**src/rtl/led_scan_gen.sv**
```systemverilog
// Raster scan generator: walks row_now/col_now over every panel pixel and emits latch/blanking strobes between rows.
// Latency: coordinates are registered and advance on the edge after an accept. The first pixel appears one edge after en is sampled high.
// Backpressure: pix_ready low in SCAN holds the coordinate indefinitely. pix_ready is ignored outside SCAN.
//
// Ports:
//   clk, rst          - single clock; asynchronous active-high reset
//   en                - level-sensitive scan enable; a row in progress always completes
//   pix_ready         - downstream accepts the current coordinate
//   row_now, col_now  - current pixel address
//   pix_valid         - coordinate is a live pixel (SCAN only)
//   line_start        - pulse on the first SCAN cycle of each row
//   frame_start       - line_start for row 0
//   latch, oe_n       - panel driver strobes; oe_n is high (blanked) outside SCAN
//   frame_cnt         - completed-frame counter, wraps mod 256
//   busy              - FSM is not parked in IDLE
module led_scan_gen #(
    parameter int COLS      = 97,
    parameter int ROWS      = 64,
    parameter int BLANK_CYC = 4
) (
    input  logic       clk,
    input  logic       rst,
    input  logic       en,
    input  logic       pix_ready,
    output logic [6:0] row_now,
    output logic [6:0] col_now,
    output logic       pix_valid,
    output logic       line_start,
    output logic       frame_start,
    output logic       latch,
    output logic       oe_n,
    output logic [7:0] frame_cnt,
    output logic       busy
);

    typedef enum logic [1:0] {IDLE, SCAN, LATCH, BLANK} state_t;

    localparam logic [6:0] COL_LAST   = 7'(COLS - 1);
    localparam logic [6:0] ROW_LAST   = 7'(ROWS - 1);
    localparam logic [7:0] BLANK_LOAD = 8'(BLANK_CYC);

    state_t     state;
    logic [7:0] blank_cnt;
    logic [6:0] row_next;
    logic       row_wrap;

    always_comb begin
        row_wrap = (row_now == ROW_LAST);
        row_next = row_wrap ? 7'd0 : row_now + 7'd1;
    end

    always_ff @(posedge clk or posedge rst) begin
        if (rst) begin
            state       <= IDLE;
            blank_cnt   <= 8'd0;
            row_now     <= 7'd0;
            col_now     <= 7'd0;
            pix_valid   <= 1'b0;
            line_start  <= 1'b0;
            frame_start <= 1'b0;
            latch       <= 1'b0;
            oe_n        <= 1'b1;
            frame_cnt   <= 8'd0;
            busy        <= 1'b0;
        end else begin
            // Strobes are single-cycle unless a state below re-asserts them.
            latch       <= 1'b0;
            line_start  <= 1'b0;
            frame_start <= 1'b0;

            case (state)
                IDLE: begin
                    pix_valid <= 1'b0;
                    oe_n      <= 1'b1;
                    if (en) begin
                        // Resume on whatever row we parked at, always from column 0.
                        state       <= SCAN;
                        col_now     <= 7'd0;
                        pix_valid   <= 1'b1;
                        oe_n        <= 1'b0;
                        line_start  <= 1'b1;
                        frame_start <= (row_now == 7'd0);
                        busy        <= 1'b1;
                    end
                end

                SCAN: begin
                    if (pix_valid && pix_ready) begin
                        if (col_now == COL_LAST) begin
                            state     <= LATCH;
                            col_now   <= 7'd0;
                            latch     <= 1'b1;
                            oe_n      <= 1'b1;
                            pix_valid <= 1'b0;
                        end else begin
                            col_now <= col_now + 7'd1;
                        end
                    end
                end

                LATCH: begin
                    state     <= BLANK;
                    blank_cnt <= BLANK_LOAD;
                end

                BLANK: begin
                    if (blank_cnt == 8'd1) begin
                        row_now <= row_next;
                        if (row_wrap) begin
                            frame_cnt <= frame_cnt + 8'd1;
                        end
                        // en is only consulted here, so a mid-row drop finishes the row first.
                        if (en) begin
                            state       <= SCAN;
                            pix_valid   <= 1'b1;
                            oe_n        <= 1'b0;
                            line_start  <= 1'b1;
                            frame_start <= (row_next == 7'd0);
                        end else begin
                            state <= IDLE;
                            busy  <= 1'b0;
                        end
                    end else begin
                        blank_cnt <= blank_cnt - 8'd1;
                    end
                end

                default: begin
                    state <= IDLE;
                end
            endcase
        end
    end

endmodule

```
**config.mk**
```make
export PLATFORM = sky130hd
export DESIGN_NAME = led_scan_gen
export DESIGN_NICKNAME = d
export VERILOG_FILES = /design/src/rtl/led_scan_gen.sv
export SDC_FILE = /design/constraint.sdc
export NUM_CORES = 1
export LEC_CHECK = 0
export ABC_AREA = 0
export CAP_MARGIN = 10
export CORE_ASPECT_RATIO = 0.6
export CORE_MARGIN = 1.5
export CORE_UTILIZATION = 45
export CTS_CLUSTER_DIAMETER = 40
export CTS_CLUSTER_SIZE = 16
export DETAILED_ROUTE_END_ITERATION = 10
export GPL_TIMING_DRIVEN = 0
export PLACE_DENSITY_LB_ADDON = 0.12
export SYNTH_ARGS = -nofsm -noshare
export SYNTH_HDL_FRONTEND = slang
export SYNTH_SLANG_ARGS = --single-unit
```
**constraint.sdc**
```tcl
create_clock -name clk -period 3.44 [get_ports clk]
set_input_delay 0.516 -clock clk [delete_from_list [all_inputs] [get_ports clk]]
set_output_delay 0.516 -clock clk [all_outputs]
set_load 0.1 [all_outputs]
```
=== After elaboration in Yosys (flattened, before gate mapping) ===
Cells that the tools add are included.

* Register bits after elaboration: 38
* Input port bits: 4
* Output and inout port bits: 28
* Word-level logic and storage cells: 80

* $add $sub $neg: 4
* Equal/unequal tests: 13
* Mux-type cells: 37
* Reduce and logical (&&, ||, !) cells: 15

{| class="wikitable"
|+ Operator list
! kind !! number
|-
| $mux W7 || 4
|-
| $mux W1 || 20
|-
| $pmux W8 S2 || 1
|-
| $add A7 B1 Y7 const B || 2
|-
| $logic_not A7 Y1 || 2
|-
| $ne A2 B2 Y1 const B || 7
|-
| $pmux W7 S2 || 1
|-
| $add A8 B1 Y8 const B || 1
|-
| $eq A8 B1 Y1 const B || 1
|-
| $mux W2 || 4
|-
| $mux W8 || 1
|-
| $pmux W2 S4 || 1
|-
| $reduce_and A4 Y1 || 2
|-
| $sub A8 B1 Y8 const B || 1
|-
| $eq A7 B6 Y1 const B || 1
|-
| $eq A7 B7 Y1 const B || 1
|-
| $pmux W1 S2 || 3
|-
| $pmux W1 S3 || 2
|-
| $reduce_and A3 Y1 || 2
|-
| $reduce_bool A2 Y1 || 3
|-
| $reduce_and A5 Y1 || 1
|-
| $eq A2 B2 Y1 const B || 2
|-
| $reduce_and A2 Y1 || 2
|-
| $reduce_bool A3 Y1 || 1
|-
| 3 further kinds || 3
|}

=== Logic depth before layout (Yosys ltp) ===
* Depth in word-level cells: 6
* Depth in mapped cells: 7

=== Worst setup path before layout ===
Ideal clock, no wire load.

* Path type: register to register
* Start point: register row_now[0]
* End point: register frame_cnt[1]
* Library setup time: 0.126 ns
* Data arrival time: 2.472 ns
* Data required time: 3.314 ns
* Path slack: 0.842 ns
* Cell stages (with the launch flop): 6
* Buffers on the path: 1
* Period minus slack after synthesis: 2.598 ns
* Cells stage by stage: dfrtp_1 ha_1 clkbuf_1 nand3b_1 nor4_4 mux2_2

* Cells in the longest elaborated chain, start to end: 2

{| class="wikitable"
|+ RTL lines
! element !! line !! RTL
|-
| from (decl) || 25 || <nowiki>output logic [6:0] row_now,</nowiki>
|-
| from (signal assigned) || 108 || <nowiki>row_now <= row_next;</nowiki>
|-
| $eq A7 B6 Y1 || 48 || <nowiki>row_wrap = (row_now == ROW_LAST);</nowiki>
|-
| $reduce_and A3 Y1 (no line) || n/a ||
|-
| to (signal assigned) || 110 || <nowiki>frame_cnt <= frame_cnt + 8'd1;</nowiki>
|-
| to (decl) || 32 || <nowiki>output logic [7:0] frame_cnt,</nowiki>
|}

Every way passes these cells.
A chain may end at the register's enable or synchronous reset.

=== Worst setup path in the final report ===
* Start point: register col_now[2]
* End point: output col_now[2]

{| class="wikitable"
|+ RTL lines
! element !! line !! RTL
|-
| from (decl) || 26 || <nowiki>output logic [6:0] col_now,</nowiki>
|-
| from (signal assigned) || 96 || <nowiki>col_now <= col_now + 7'd1;</nowiki>
|}

No word-level cell between the ends.

==> out/metrics.cfg <==
[status]
status=finished clean

[cts]
htreeDepth=2
cts_made_buffers=5
clkLatencyLatePin_ns=0.29
ctsRootBufferMaster=clkbuf_8
clkSlewWorstSetupHoldPaths_ns=0.07
cts_tree=yes
clockBufferDepth=2
cts_hold_buf=0
post-cts-setup-buffers=0
cts-resized-gates=0
cts.sinks=38

[layout]
fin_area_um2=2620
diodes=0
drive_above_1_share_pct=8.47
fin_cells=308
nFillCells=378
areaGrowthSynthToFinish_pct=25.2
final_nets=263
final_core_utilization_pct=61.2

[placed_design]
placed_area_um2=2480
dp.cells=300
io_buffers=31
place_hpwl_mm=3.06
gp_congestion=0.806

[synthesis]
synth_area_leader_cell=dfrtp_1
yosys_warnings=0
syn_avg_cell_area_um2=10.0
yosys.area.top_type_share_pct=44.3
mappedNetlistArea_um2=2090
synth_fp_nets=225
syn_inst=209
ys_seq_area_share_pct=45.5
ys.flop_type=dfrtp_1
async_flop_share_pct=100
yosysMostFrequentCell=dfrtp_1
ys_top_cells_by_area=dfrtp_1, ha_1, xnor2_1
synth-seq-cells=38
synth_edf_count=0
yosysUniqueCellTypes=46
synth_common_cells=dfrtp_1, nand2_1, inv_1, nor2_1, xnor2_1

[sta]
fmax_mhz=399
fin_crit_ns=2.51
relSlewSlack_pct=34.0
tightest_slew_ns=0.987
clock_skew_ns=0.00317
setup-tns-final_ns=0
grt_setup_unrepaired=no
drv_slew=0
timing.final.crit_share_pct=72.9
setup_viol=0
hold_viol=0

[floorplan]
initial_core_util_pct=48.9
rows=18
dieArea_um2=5080
core_um2=4280
dieWidth_um=91.0
fp.dieH_um=55.8
io_pins=32

[setup_path]
slowest_delay_ns=1.19
worstSetupPathType=reg2out
r2r_start=row_now[0]
r2r_setup_slack_ns=1.26
cp_num_buf_inv=1
crit_fanout=9
worstPathCellList=clkdlybuf4s50_1
critPathTopFamily=buffers and inverters
end_kind=output pin
r2r-end=frame_cnt[1]
worstRegToRegCells=5
required_ns=2.92
arrival_ns=1.99
critPathLaunchType=flop
critPathSlowestCell=clkdlybuf4s50_1

[route]
wl_per_cell_um=13.9
drtIter0Drc=49
finalWirelength_mm=4.27
drc=0
vias=1629
antenna_left=0
drtPass1Iterations=4
via_per_inst=5.29

[worst_hold_path]
min_from=frame_cnt[7]
hp-class=reg2reg
min_to=frame_cnt[7]
whs_path_depth=1

[global_routing]
grt_max_degree=39
grt_pass1_wl_mm=7.65
grt_antenna_before_repair=0
grt_use_total_pct=19.0
grt_remaining_overflow=0
grt_pass1_vias=1578

[pwr]
leakage_nw=1.16
power_density_nw_per_um2=785
irDropWorstVdd_v=0.000597
total_power_w=0.00206

[run]
cap_violations=0

[cell families (layout without fill, tap and decap cells)]
logic type | Yosys count | count (layout) | synth area share [%]
adders and majority gates | 12 | 12 | 7.18
AOI/OAI and AO/OA | 32 | 32 | 9.69
muxes | 11 | 11 | 5.44
and+or+nand+nor | 82 | 82 | 22.2
DFF | 38 | 38 | 45.5
buffers and inverters | 18 | 57 | 3.29
xor gates and xnor gates | 16 | 16 | 6.70
[per-stage QoR]
step           worst slack, ns  hold slack (ns)
2_1_floorplan            0.842            0.461
3_3_place_gp              1.17            0.464
3_5_place_dp              1.20            0.463
4_1_cts                  0.935            0.478
5_1_grt                  0.871            0.506
6_report                 0.933            0.473
[report_power, final]
part	internal (W)	total (W)	switching, W
clock	0.000309	0.000470	0.000161
sequential	0.000545	0.000659	0.000114
combinational	0.000299	0.000928	0.000629
[per-layer routing]
| metal | vias to the layer above | part of all wire (%) | global-route usage (%) |
|---|---|---|---|
| li1 | 825 | - | - |
| met1 | 766 | 56 | 29.9 |
| met2 | 34 | 39 | 24.3 |
| met3 | 4 | 3.9 | 5.33 |
| met4 | 0 | 0.80 | 6.25 |
| met5 | - | 0 | 0 |
[registers in the layout (all words and copies together) (netlist names)]
register	flops
col_now	7
latch	1
blank_cnt	8
row_now	7
state	2
oe_n	1
pix_valid	1
busy	1
line_start	1
frame_cnt	8
frame_start	1
[cells in the final DEF, fill, tap and decap left out, types with 2 or more instances in the layout]
cell	n
and2_1	2
and3_1	3
bufinv_16	2
nand2_1	15
nor2_1	14
or4_1	2
inv_1	13
clkbuf_1	3
nor4_1	2
nor3_1	6
nand4_1	7
clkbuf_8	6
or3_1	2
o31ai_1	2
ha_1	12
nand3_1	13
o21ai_0	9
a21o_1	2
dfrtp_1	37
a31o_2	2
xor2_1	2
mux2_2	3
mux2i_1	8
nor3b_1	2
clkdlybuf4s50_1	31
a21oi_1	8
xnor2_1	14
nor4b_1	4
[worst max-delay path by stage]
stage,startpoint,to,slack [ns],depth (start not counted)
2_1_floorplan,row_now[0],frame_cnt[1],0.84,5
3_3_place_gp,en,frame_start,1.17,4
3_5_place_dp,pix_ready,oe_n,1.20,5
4_1_cts,col_now[2],col_now[2],0.94,1
5_1_grt,col_now[2],col_now[2],0.87,1
6_report,col_now[2],col_now[2],0.93,1
[final cells by class]
cell class | instances | area, um2 | area share [%]
inverters | 14 | 52.6 | 2.01
repair buffers | 31 | 310 | 11.8
clock buffers | 6 | 82.6 | 3.15
flip-flops and latches | 38 | 952 | 36.3
plain buffers | 4 | 16.3 | 0.621
multi-input cells | 153 | 1070 | 40.9
well taps | 60 | 75.1 | 2.87
clock inverters | 2 | 60.1 | 2.29
(Power assumes the default switching activity.)
